==> src/rtl/alu_share_arbiter_if.sv <==
// Request/response/ALU bundle for alu_share_arbiter.
// slave: arbiter view; master: requesters plus external ALU.
interface alu_share_arbiter_if #(
  parameter int unsigned DATA_W = 16,
  parameter int unsigned OP_W   = 3
);
  logic              req0_valid;
  logic              req0_ready;
  logic [DATA_W-1:0] req0_a;
  logic [DATA_W-1:0] req0_b;
  logic [OP_W-1:0]   req0_op;
  logic              req1_valid;
  logic              req1_ready;
  logic [DATA_W-1:0] req1_a;
  logic [DATA_W-1:0] req1_b;
  logic [OP_W-1:0]   req1_op;
  logic              rsp0_valid;
  logic              rsp0_ready;
  logic              rsp1_valid;
  logic              rsp1_ready;
  logic [DATA_W-1:0] rsp_result;
  logic              rsp_zero;
  logic [DATA_W-1:0] alu_a;
  logic [DATA_W-1:0] alu_b;
  logic [OP_W-1:0]   alu_control;
  logic [DATA_W-1:0] alu_result;
  logic              alu_zero;

  modport slave (
    input  req0_valid, req0_a, req0_b, req0_op,
    input  req1_valid, req1_a, req1_b, req1_op,
    input  rsp0_ready, rsp1_ready, alu_result, alu_zero,
    output req0_ready, req1_ready, rsp0_valid, rsp1_valid,
    output rsp_result, rsp_zero, alu_a, alu_b, alu_control
  );

  modport master (
    output req0_valid, req0_a, req0_b, req0_op,
    output req1_valid, req1_a, req1_b, req1_op,
    output rsp0_ready, rsp1_ready, alu_result, alu_zero,
    input  req0_ready, req1_ready, rsp0_valid, rsp1_valid,
    input  rsp_result, rsp_zero, alu_a, alu_b, alu_control
  );
endinterface

==> src/rtl/alu_share_arbiter.sv <==
// Round-robin share of one combinational ALU between two requesters, one op in flight.
// Optional grant counters enabled with macro ALU_ARB_PERF_CNT_EN.
module alu_share_arbiter #(
  parameter int unsigned DATA_W = 16,
  parameter int unsigned OP_W   = 3
) (
  input  logic                 clk,
  input  logic                 rst,
  alu_share_arbiter_if.slave   bus
`ifdef ALU_ARB_PERF_CNT_EN
  ,
  input  logic                 cnt_clr,
  output logic [15:0]          grant_cnt0,
  output logic [15:0]          grant_cnt1
`endif
);
  typedef enum logic {IDLE, HOLD} state_e;

  state_e            state_q, state_d;
  logic              owner_q, owner_d;
  logic              last_grant_q, last_grant_d;
  logic              rsp0_valid_q, rsp0_valid_d;
  logic              rsp1_valid_q, rsp1_valid_d;
  logic [DATA_W-1:0] rsp_result_q, rsp_result_d;
  logic              rsp_zero_q, rsp_zero_d;

  logic owner_ready;
  logic can_accept;
  logic grant_vld;
  logic grant_id;

  always_comb begin
    owner_ready = owner_q ? bus.rsp1_ready : bus.rsp0_ready;
    // Consuming the held response frees the slot in the same cycle.
    can_accept  = !rst && ((state_q == IDLE) || owner_ready);
    grant_vld   = 1'b0;
    grant_id    = 1'b0;
    if (can_accept) begin
      if (bus.req0_valid && bus.req1_valid) begin
        grant_vld = 1'b1;
        grant_id  = ~last_grant_q;
      end else if (bus.req0_valid) begin
        grant_vld = 1'b1;
        grant_id  = 1'b0;
      end else if (bus.req1_valid) begin
        grant_vld = 1'b1;
        grant_id  = 1'b1;
      end
    end
  end

  assign bus.req0_ready = grant_vld & ~grant_id;
  assign bus.req1_ready = grant_vld & grant_id;

  always_comb begin
    bus.alu_a       = '0;
    bus.alu_b       = '0;
    bus.alu_control = '0;
    if (grant_vld) begin
      bus.alu_a       = grant_id ? bus.req1_a  : bus.req0_a;
      bus.alu_b       = grant_id ? bus.req1_b  : bus.req0_b;
      bus.alu_control = grant_id ? bus.req1_op : bus.req0_op;
    end
  end

  always_comb begin
    state_d      = state_q;
    owner_d      = owner_q;
    last_grant_d = last_grant_q;
    rsp0_valid_d = rsp0_valid_q;
    rsp1_valid_d = rsp1_valid_q;
    rsp_result_d = rsp_result_q;
    rsp_zero_d   = rsp_zero_q;
    if (grant_vld) begin
      state_d      = HOLD;
      owner_d      = grant_id;
      last_grant_d = grant_id;
      rsp0_valid_d = ~grant_id;
      rsp1_valid_d = grant_id;
      rsp_result_d = bus.alu_result;
      rsp_zero_d   = bus.alu_zero;
    end else if ((state_q == HOLD) && owner_ready) begin
      state_d      = IDLE;
      rsp0_valid_d = 1'b0;
      rsp1_valid_d = 1'b0;
    end
  end

  always_ff @(posedge clk or posedge rst) begin
    if (rst) begin
      state_q      <= IDLE;
      owner_q      <= 1'b0;
      last_grant_q <= 1'b1;
      rsp0_valid_q <= 1'b0;
      rsp1_valid_q <= 1'b0;
      rsp_result_q <= '0;
      rsp_zero_q   <= 1'b0;
    end else begin
      state_q      <= state_d;
      owner_q      <= owner_d;
      last_grant_q <= last_grant_d;
      rsp0_valid_q <= rsp0_valid_d;
      rsp1_valid_q <= rsp1_valid_d;
      rsp_result_q <= rsp_result_d;
      rsp_zero_q   <= rsp_zero_d;
    end
  end

  assign bus.rsp0_valid = rsp0_valid_q;
  assign bus.rsp1_valid = rsp1_valid_q;
  assign bus.rsp_result = rsp_result_q;
  assign bus.rsp_zero   = rsp_zero_q;

`ifdef ALU_ARB_PERF_CNT_EN
  logic [15:0] grant_cnt0_q, grant_cnt0_d;
  logic [15:0] grant_cnt1_q, grant_cnt1_d;

  always_comb begin
    grant_cnt0_d = grant_cnt0_q;
    grant_cnt1_d = grant_cnt1_q;
    if (cnt_clr) begin
      grant_cnt0_d = '0;
      grant_cnt1_d = '0;
    end else begin
      if (bus.req0_ready && (grant_cnt0_q != '1)) grant_cnt0_d = grant_cnt0_q + 16'd1;
      if (bus.req1_ready && (grant_cnt1_q != '1)) grant_cnt1_d = grant_cnt1_q + 16'd1;
    end
  end

  always_ff @(posedge clk or posedge rst) begin
    if (rst) begin
      grant_cnt0_q <= '0;
      grant_cnt1_q <= '0;
    end else begin
      grant_cnt0_q <= grant_cnt0_d;
      grant_cnt1_q <= grant_cnt1_d;
    end
  end

  assign grant_cnt0 = grant_cnt0_q;
  assign grant_cnt1 = grant_cnt1_q;
`endif
endmodule

==> src/flat_wrapper.sv <==
// flat-port wrapper written by rule: the top's interface ports become plain ports
module alu_share_arbiter_flat 
#(
  parameter int unsigned DATA_W = 16,
  parameter int unsigned OP_W   = 3
)
  (clk, rst, bus_req0_valid, bus_req0_a, bus_req0_b, bus_req0_op, bus_req1_valid, bus_req1_a, bus_req1_b, bus_req1_op, bus_rsp0_ready, bus_rsp1_ready, bus_alu_result, bus_alu_zero, bus_req0_ready, bus_req1_ready, bus_rsp0_valid, bus_rsp1_valid, bus_rsp_result, bus_rsp_zero, bus_alu_a, bus_alu_b, bus_alu_control);
  alu_share_arbiter_if #(.DATA_W(DATA_W), .OP_W(OP_W)) bus_i ();
  input  logic clk;
  input  logic rst;
  input wire logic [$bits(bus_i.req0_valid)-1:0] bus_req0_valid;
  input wire logic [$bits(bus_i.req0_a)-1:0] bus_req0_a;
  input wire logic [$bits(bus_i.req0_b)-1:0] bus_req0_b;
  input wire logic [$bits(bus_i.req0_op)-1:0] bus_req0_op;
  input wire logic [$bits(bus_i.req1_valid)-1:0] bus_req1_valid;
  input wire logic [$bits(bus_i.req1_a)-1:0] bus_req1_a;
  input wire logic [$bits(bus_i.req1_b)-1:0] bus_req1_b;
  input wire logic [$bits(bus_i.req1_op)-1:0] bus_req1_op;
  input wire logic [$bits(bus_i.rsp0_ready)-1:0] bus_rsp0_ready;
  input wire logic [$bits(bus_i.rsp1_ready)-1:0] bus_rsp1_ready;
  input wire logic [$bits(bus_i.alu_result)-1:0] bus_alu_result;
  input wire logic [$bits(bus_i.alu_zero)-1:0] bus_alu_zero;
  output wire logic [$bits(bus_i.req0_ready)-1:0] bus_req0_ready;
  output wire logic [$bits(bus_i.req1_ready)-1:0] bus_req1_ready;
  output wire logic [$bits(bus_i.rsp0_valid)-1:0] bus_rsp0_valid;
  output wire logic [$bits(bus_i.rsp1_valid)-1:0] bus_rsp1_valid;
  output wire logic [$bits(bus_i.rsp_result)-1:0] bus_rsp_result;
  output wire logic [$bits(bus_i.rsp_zero)-1:0] bus_rsp_zero;
  output wire logic [$bits(bus_i.alu_a)-1:0] bus_alu_a;
  output wire logic [$bits(bus_i.alu_b)-1:0] bus_alu_b;
  output wire logic [$bits(bus_i.alu_control)-1:0] bus_alu_control;
  assign bus_i.req0_valid = bus_req0_valid;
  assign bus_i.req0_a = bus_req0_a;
  assign bus_i.req0_b = bus_req0_b;
  assign bus_i.req0_op = bus_req0_op;
  assign bus_i.req1_valid = bus_req1_valid;
  assign bus_i.req1_a = bus_req1_a;
  assign bus_i.req1_b = bus_req1_b;
  assign bus_i.req1_op = bus_req1_op;
  assign bus_i.rsp0_ready = bus_rsp0_ready;
  assign bus_i.rsp1_ready = bus_rsp1_ready;
  assign bus_i.alu_result = bus_alu_result;
  assign bus_i.alu_zero = bus_alu_zero;
  assign bus_req0_ready = bus_i.req0_ready;
  assign bus_req1_ready = bus_i.req1_ready;
  assign bus_rsp0_valid = bus_i.rsp0_valid;
  assign bus_rsp1_valid = bus_i.rsp1_valid;
  assign bus_rsp_result = bus_i.rsp_result;
  assign bus_rsp_zero = bus_i.rsp_zero;
  assign bus_alu_a = bus_i.alu_a;
  assign bus_alu_b = bus_i.alu_b;
  assign bus_alu_control = bus_i.alu_control;
  alu_share_arbiter #(.DATA_W(DATA_W), .OP_W(OP_W)) u_core (.clk(clk), .rst(rst), .bus(bus_i));
endmodule
==> config.mk <==
export PLATFORM = sky130hd
export DESIGN_NAME = alu_share_arbiter_flat
export DESIGN_NICKNAME = d
export VERILOG_FILES = /design/src/rtl/alu_share_arbiter_if.sv /design/src/rtl/alu_share_arbiter.sv /design/src/flat_wrapper.sv
export SDC_FILE = /design/constraint.sdc
export NUM_CORES = 1
export LEC_CHECK = 0
export ABC_AREA = 1
export BUFFER_PORTS_ARGS = -buffer_cell sky130_fd_sc_hd__clkbuf_2
export CAP_MARGIN = 20
export CORE_ASPECT_RATIO = 0.5
export CORE_MARGIN = 2
export CORE_UTILIZATION = 40
export CTS_CLUSTER_SIZE = 10
export DETAILED_ROUTE_END_ITERATION = 10
export PLACE_DENSITY = 0.86
export SYNTH_ARGS = -nofsm -noshare
export SYNTH_HDL_FRONTEND = slang
export SYNTH_SLANG_ARGS = --single-unit
==> constraint.sdc <==
create_clock -name clk -period 3.7 [get_ports clk]
set_input_delay 0.37 -clock clk [delete_from_list [all_inputs] [get_ports clk]]
set_output_delay 0.37 -clock clk [all_outputs]
set_load 0.005 [all_outputs]
* Word-level counts from Yosys, hierarchy flattened
Cells that the tools add are included.
Operators by class: multiplexer cells 18, bitwise logic cells 5, reductions and logical operators 6
Operators by type and width (number):
- 2-to-1 mux 16 bit | 4
- 2-to-1 mux 1 bit | 12
- 2-to-1 mux 3 bit | 2
- logical AND 1 bit | 3
- inverter 1 bit | 3
- AND 1 bit | 2
- nonzero test 2 bit | 1
- logical NOT 1 bit | 1
- logical OR 1 bit | 1
Word-level totals: register bits 22, input port bits 93, output and inout bits 56, logic and storage cells 36

* Logic depth before layout (Yosys ltp)
Gate-level depths: netlist (run 1).
depth in word-level cells 6, depth in mapped cells 8, mapped depth without buffers 6

* Least setup slack after synthesis (run 1)
Ideal clock, no wire load.
kind input port to output port, start input port rst, end output port bus_alu_b[10], arrival 1.356 ns, data required time 3.330 ns, setup slack 1.974 ns, cell stages on the path 5, path buffers 2, cell sequence inv_1 buf_2 buf_2 nand4_1 o21ai_1
On the way: longest elaborated chain between the ends 5, elaborated cells between the ends (all ways) 6, those cells by class 4 x mux; 2 x reduce/logical
Ends and longest elaborated chain:
- start, declared | line flat_wrapper.sv:10 | input logic rst;
- logical NOT 1 bit (*) | line alu_share_arbiter.sv:35 | can_accept = !rst && ((state_q == IDLE) || owner_ready);
- logical AND 1 bit (*) | line alu_share_arbiter.sv:35
- 2-to-1 mux 1 bit | line alu_share_arbiter.sv:38 | if (can_accept) begin
- 2-to-1 mux 16 bit | line alu_share_arbiter.sv:61 | bus.alu_b = grant_id ? bus.req1_b : bus.req0_b;
- 2-to-1 mux 16 bit (*) | line alu_share_arbiter.sv:59 | if (grant_vld) begin
- end, declared | line flat_wrapper.sv:30 | output wire logic [$bits(bus_i.alu_b)-1:0] bus_alu_b;
Mark *: on every way between the ends. The rest lies on a longest branch, timed or not.

* Worst setup path in the final report (run 1)
start register u_core.owner_q, end output port bus_alu_b[11]
On the way: longest elaborated chain between the ends 6, elaborated cells between the ends (all ways) 7, those cells by class 5 x mux; 2 x reduce/logical
Ends and longest elaborated chain:
- start, declared | line alu_share_arbiter.sv:20 | logic owner_q, owner_d;
- start signal, assigned | line alu_share_arbiter.sv:100 | owner_q <= owner_d;
- 2-to-1 mux 1 bit (*) | line alu_share_arbiter.sv:33 | owner_ready = owner_q ? bus.rsp1_ready : bus.rsp0_ready;
- logical OR 1 bit (*) | line alu_share_arbiter.sv:35
- logical AND 1 bit (*) | line alu_share_arbiter.sv:35
- 2-to-1 mux 1 bit | line alu_share_arbiter.sv:38
- 2-to-1 mux 16 bit | line alu_share_arbiter.sv:61
- 2-to-1 mux 16 bit (*) | line alu_share_arbiter.sv:59
Marks and branches as above.

==> metrics.csv, run 1 <==
metric,value,unit
postCtsSetupBuffers,0,
maxCapViolations,0,
numClockSinks,22,
drtAntennaViolNets,0,
path_clk_slew,80,ps
p_total,1.20,mW
fin_crit,2480,ps
status,completed,
fillCellCount,352,
drcViolationCount,0,
totalWireLength,4.96,mm
yosys_most_used_dff,dfrtp_1,
synthArstFlopShare,1.00,
hpwlAfterDp,3.83,mm
hold_viol_final,0,
tightest_slew,701,ps
io_pins,149,
relSlewSlack,0.532,
detail_route.iter0.violations,52,
cts_made_buffers,3,
wl_per_cell,12.1,µm
worstSetupStartpointType,flip-flop,
track_usage,0.223,
yosysWarnings,0,
endpoint_kind,output pin,
powerDensity,514,nW/µm²
port-buffer-count,148,
r2r_start,u_core.owner_q,
hold_ws,327,ps
fin_crit_sh,0.671,
drive_gt1_frac,0.466,
diodes,0,
synth.yosys.seq_area_share,0.351,
via_count,1919,
arrival,2110,ps
fin_skew,4.65,ps
hold_class,in -> reg,
crit_end,bus_alu_b[11],
cts_tree,yes,
crit_required,3330,ps
leakage,1.47,nW
grt_antenna_before_repair,0,
crit_path_max_fanout,39,
syn_area_per_cell,7.11,µm²
fin_nets,450,
vdd_drop_max,0.290,mV
synth.net_count,314,
setup_viol,0,
syn-cell-area,1570,µm²
use_met3,0.0343,
cts_hold_buf,0,
regToRegSetupSlack,1680,ps
r2r-end,u_core.bus.rsp_result[8],
startpoint,u_core.owner_q,
htreeDepth,1,
worstHoldStart,bus_alu_result[10],
synth-edff-count,0,
r2r_cells,4,
use_met1,0.244,
routed_via_density,4.68,
use_met2,0.427,
grt_max_degree,40,
core-area,3820,µm²
rsz0062_at_grt,no,
path_class,reg -> out,
row_count,16,
clock.fmax,403,MHz
multi_input_area,686,µm²
die_h,48.3,µm
synth_cell_type_count,20,
dieWidth,92.6,µm
worstSkewPairLatency,260,ps
initial_core_util,0.411,
seqCellArea,552,µm²
final_max_slew_viol_count,0,
ys_seq_elements,22,
gp_congestion,0.896,
die_area,4470,µm²
busiest_layer,met2,
cts_resized,0,
grt_pass1_wl,8.14,mm
synthCells,221,
overflow,0,
drtPass1Iterations,5,
tns,0,ps
root_buffer,clkbuf_8,
first_global_vias,1848,
area_delta_synth_final,48.9,%
clock_path_buffers,2,
==> placed cells by master, fill, tap and decap left out, types with 3 or more instances in the layout <==
| master | n |
|---|---|
| clkbuf_8 | 3 |
| nand2_1 | 29 |
| inv_1 | 55 |
| nand4_1 | 35 |
| o21ai_2 | 5 |
| o21ai_0 | 19 |
| dfrtp_1 | 21 |
| nand3_1 | 3 |
| clkbuf_2 | 148 |
| o21ai_1 | 28 |
==> synthesized netlist by cell type (2+ instances only) <==
| library cell | instances | area share |
|---|---|---|
| buf_2 | 11 | 0.035 |
| buf_4 | 3 | 0.014 |
| buf_6 | 2 | 0.014 |
| dfrtp_1 | 21 | 0.33 |
| inv_1 | 56 | 0.13 |
| nand2_1 | 29 | 0.069 |
| nand3_1 | 3 | 0.0096 |
| nand4_1 | 35 | 0.14 |
| o21ai_0 | 19 | 0.061 |
| o21ai_1 | 28 | 0.089 |
| o21ai_2 | 5 | 0.028 |
==> where the power goes <==
part,leakage (nW),internal [mW],total (mW),switching (mW)
Sequential,0.269,0.352,0.417,0.0652
Combinational,1.16,0.237,0.566,0.329
Clock,0.0357,0.144,0.220,0.0757
==> routing by layer <==
metal  vias up  part of all wire
met5         -                 0
met4         0             0.030
met1       825              0.39
met2        82              0.51
li1        995                 -
met3        17             0.071
==> sequential cells by signal, indices dropped and copies added (netlist names) <==
signal and cells:
u_core.last_grant_q 1, u_core.owner_q 1, u_core.state_q 1, u_core.bus.rsp1_valid 1
u_core.bus.rsp_zero 1, u_core.bus.rsp_result 16, u_core.bus.rsp0_valid 1
==> critical path: stages (launching register included) <==
cell and delay (ps):
dfrtp_1 380, nand2_1 120, nand3_4 350, nand4_4 490, o21ai_1 350, clkbuf_2 150
==> logic make-up (layout without fill, tap and decap cells) <==
logic type / after synthesis / in the layout / synth area share
AO/OA/AOI/OAI: 52 / 52 / 0.178
buffers and inverters: 75 / 210 / 0.212
AND/OR/NAND/NOR: 72 / 72 / 0.259
flip-flops: 22 / 22 / 0.351
==> stage by stage <==
stage	std cells	util	cell area, µm²	worst slack (ps)
2_1_floorplan	221	-	1570	1970
3_3_place_gp	406	0.593	2270	1400
3_5_place_dp	406	0.593	2270	1260
4_1_cts	410	0.612	2340	1200
5_1_grt	410	0.612	2340	982
6_report	410	0.612	2340	1220
==> area by class of cell <==
cell class                 count  area share
timing repair buffer         149       0.320
multi-input combinational    124       0.293
sequential                    22       0.236
inverter                      57      0.0915
tap                           54      0.0289
clock buffer                   3      0.0177
clock inverter                 1      0.0128
==> how the worst min path moves through the flow <==
stage,slack [ps],to,cells after the start
floorplan,440,u_core.last_grant_q,2
global placement,450,u_core.last_grant_q,2
detailed placement,470,u_core.bus.rsp_result[0],2
CTS,330,u_core.bus.rsp_result[10],3
global route,330,u_core.bus.rsp_zero,3
finish,330,u_core.bus.rsp_result[10],3
(Power assumes the default switching activity.)
==> run 2, diff against run 1 <==
--- a/config.mk
+++ b/config.mk
@@ -5,15 +5,15 @@
 export SDC_FILE = /design/constraint.sdc
 export NUM_CORES = 1
 export LEC_CHECK = 0
-export ABC_AREA = 1
+export ABC_AREA = 0
 export BUFFER_PORTS_ARGS = -buffer_cell sky130_fd_sc_hd__clkbuf_2
 export CAP_MARGIN = 20
 export CORE_ASPECT_RATIO = 0.5
 export CORE_MARGIN = 2
-export CORE_UTILIZATION = 40
+export CORE_UTILIZATION = 36
 export CTS_CLUSTER_SIZE = 10
 export DETAILED_ROUTE_END_ITERATION = 10
-export PLACE_DENSITY = 0.86
+export PLACE_DENSITY = 0.79
 export SYNTH_ARGS = -nofsm -noshare
 export SYNTH_HDL_FRONTEND = slang
 export SYNTH_SLANG_ARGS = --single-unit
==> constraint.sdc (replaced) <==
create_clock -name clk -period 2.4 [get_ports clk]
set_input_delay 0.24 -clock clk [delete_from_list [all_inputs] [get_ports clk]]
set_output_delay 0.24 -clock clk [all_outputs]
set_load 0.005 [all_outputs]
==> run 2 against run 1 <==
  * Clock power grew 17%
  * First-iteration DRC count fell by 15%
  * Global-route usage down 2.6 points
  * Critical endpoint is now bus_alu_b[8]
  * Largest power group unchanged
  * Highest routed layer unchanged
==> metrics.csv, run 2 <==
metric,value,unit,change
status,completed,,
port-buffer-count,148,,unchanged
core-area,3960,µm²,+3.7%
postCtsSetupBuffers,0,,unchanged
placed_cells,371,,-8.6%
slowest_delay,570,ps,+80 ps
wl_per_cell,12.9,µm,+6.9%
arrival,1860,ps,-250 ps
via_count,1833,,-4.5%
worstSetupStartpointType,flip-flop,,
leakage,1.28,nW,-13%
worst_slack,298,ps,-921 ps
crit_path_max_fanout,20,,-49%
row_count,16,,unchanged
clockPowerShare,0.184,,about the same
tns,0,ps,unchanged
worstSkewPairLatency,250,ps,about the same
tightest_slew,796,ps,+95.4 ps
cts_tree,yes,,
hold_class,in -> async,,
hold_viol_final,0,,unchanged
r2r_start,u_core.owner_q,,
yosys_most_used_dff,dfrtp_1,,
maxCapViolations,0,,unchanged
detail_route.iter0.violations,44,,-15%
synthArstFlopShare,1.00,,unchanged
syn-cell-area,1510,µm²,-3.9%
clock_path_buffers,2,,unchanged
root_buffer,clkbuf_8,,
drive_gt1_frac,0.561,,+0.0945
cts_made_buffers,3,,unchanged
hpwlAfterDp,3.82,mm,-0.32%
r2r-end,u_core.bus.rsp_result[9],,
place_area,2270,µm²,+0.33%
yosysTopAreaCellShare,0.348,,+0.0136
cts_resized,0,,unchanged
htreeDepth,1,,unchanged
r2r_cells,3,,-1
hold_ws,147,ps,-179 ps
grt_antenna_before_repair,0,,unchanged
top_layer_used,met4,,
post-place-ws,602,ps,-656 ps
fin_cells,375,,-8.5%
cts_hold_buf,0,,unchanged
synth.most_common_cell,nand2_1,,
die_h,49.8,µm,+3.1%
area_delta_synth_final,54.4,%,
p_seq_frac,0.379,,+0.032
synth_top_area_cell,dfrtp_1,,
crit_slowest_cell,dfstp_2,,
endpoint_kind,output pin,,
fin_skew,1.62,ps,-3.03 ps
final_max_slew_viol_count,0,,unchanged
drt-met1-wl,2.01,mm,+3.2%
fin_crit_sh,0.876,,
grt_max_degree,36,,-10%
wl_met3,295,µm,-16%
die_area,4760,µm²,+6.3%
syn_area_per_cell,8.29,µm²,+17%
crit_required,2160,ps,-1170 ps
first_global_vias,1666,,-9.8%
synth.yosys.seq_area_share,0.366,,+0.0143
powerDensity,602,nW/µm²,+17%
layout_common_cells,"clkbuf_2, nand2_1, nand3_1, a21oi_1, dfrtp_1",,
diodes,0,,unchanged
path_cells,a21bo_2 > buf_12 > nand3_1 > a21oi_1 > clkbuf_2,,
swShare,0.328,,-0.0625
synth-edff-count,0,,unchanged
routed_via_density,4.89,,+4.4%
totalWireLength,4.85,mm,-2.2%
postLayoutCellArea,2330,µm²,-0.37%
clock.fmax,476,MHz,
io_pins,149,,unchanged
fin_crit,2100,ps,
gp_congestion,0.814,,-9.2%
grt_pass1_wl,7.53,mm,-7.5%
drtAntennaViolNets,0,,unchanged
p_int,0.943,mW,+29%
synth_commonest_cells,"nand2_1, a21oi_1, nand3_1",,
rsz0062_at_grt,no,,
dieWidth,95.6,µm,+3.2%
vdd_drop_max,0.453,mV,+56%
ys_seq_elements,22,,unchanged
synth.net_count,275,,-12%
largest_reg_flops,16,,unchanged
final_common_cell,clkbuf_2,,
overflow,0,,unchanged
numClockSinks,22,,unchanged
utilization,0.588,,-0.0238
ys_top_cells_by_area,"dfrtp_1, a21oi_1, nand3_1",,
synth_cell_type_count,25,,+25%
relSlewSlack,0.469,,-0.0637
drcViolationCount,0,,unchanged
path_clk_slew,80,ps,about the same
path_class,reg -> out,,
p_total,1.40,mW,+17%
synthCells,182,,-18%
setup_viol,0,,unchanged
drtPass1Iterations,4,,-1
yosysWarnings,0,,unchanged
regToRegSetupSlack,650,ps,-1030 ps
p_sw,0.460,mW,-2.1%
fin_nets,415,,-7.8%
track_usage,0.197,,-0.0257
p_comb_frac,0.437,,-0.033
initial_core_util,0.381,,-0.0300
met2WireLength,2.51,mm,-0.24%
[run 2: changes by cell type after synthesis, moves of 5 or more]
cell,previous run,this run
o21ai_2,5,0
nand2_1,29,38
mux2_2,0,9
nand4_1,35,0
mux2_4,0,9
o21ai_1,28,0
inv_1,56,3
nand3_1,3,35
a21oi_1,0,35
o21ai_0,19,1
[run 2: per-layer routing]
metal / up-vias / global-route usage
met5: - / 0
met4: 0 / 0.0405
met3: 4 / 0.0260
met2: 63 / 0.381
met1: 853 / 0.233
li1: 913 / -
[run 2: how the worst max path moves through the flow]
stage	from	endpoint	slack [ps]
2_1_floorplan	u_core.last_grant_q	bus_alu_a[10]	880
3_3_place_gp	u_core.last_grant_q	bus_alu_b[8]	640
3_5_place_dp	u_core.last_grant_q	bus_alu_b[14]	600
4_1_cts	u_core.last_grant_q	bus_alu_b[8]	310
5_1_grt	u_core.last_grant_q	bus_alu_b[8]	140
6_report	u_core.last_grant_q	bus_alu_b[8]	300
[run 2: layout make-up]
class | count | area (µm²)
flip-flops and latches | 22 | 552
repair buffers | 151 | 788
multi-input cells | 141 | 856
well taps | 54 | 67.6
inverters | 3 | 11.3
clock buffers | 4 | 55.1
fillers | 380 | 1630
[run 2: cells by family (layout without fill, tap and decap cells)]
family,count (synthesis),after routing,share of synthesized area
buffers and inverters,19,158,0.0672
AND/OR/NAND/NOR,76,76,0.220
multiplexers,19,19,0.166
AO/OA/AOI/OAI,46,46,0.182
flip-flops,22,22,0.366
[run 2: critical path, delay by kind of cell (launching register included)]
kind	cells	cell delay (ps)
AOI/OAI and AO/OA	2	600
buffers and inverters	2	350
and+or+nand+nor	1	90
DFF	1	570
[run 2: power by group through the flow]
| stage | Clock, mW | Sequential (mW) | Combinational (mW) |
|---|---|---|---|
| floorplan | 0 | 0.539 | 0.341 |
| global placement | 0 | 0.531 | 0.602 |
| CTS | 0.262 | 0.533 | 0.620 |
| detailed placement | 0 | 0.538 | 0.618 |
| finish | 0.258 | 0.531 | 0.613 |
| global route | 0.281 | 0.549 | 0.678 |
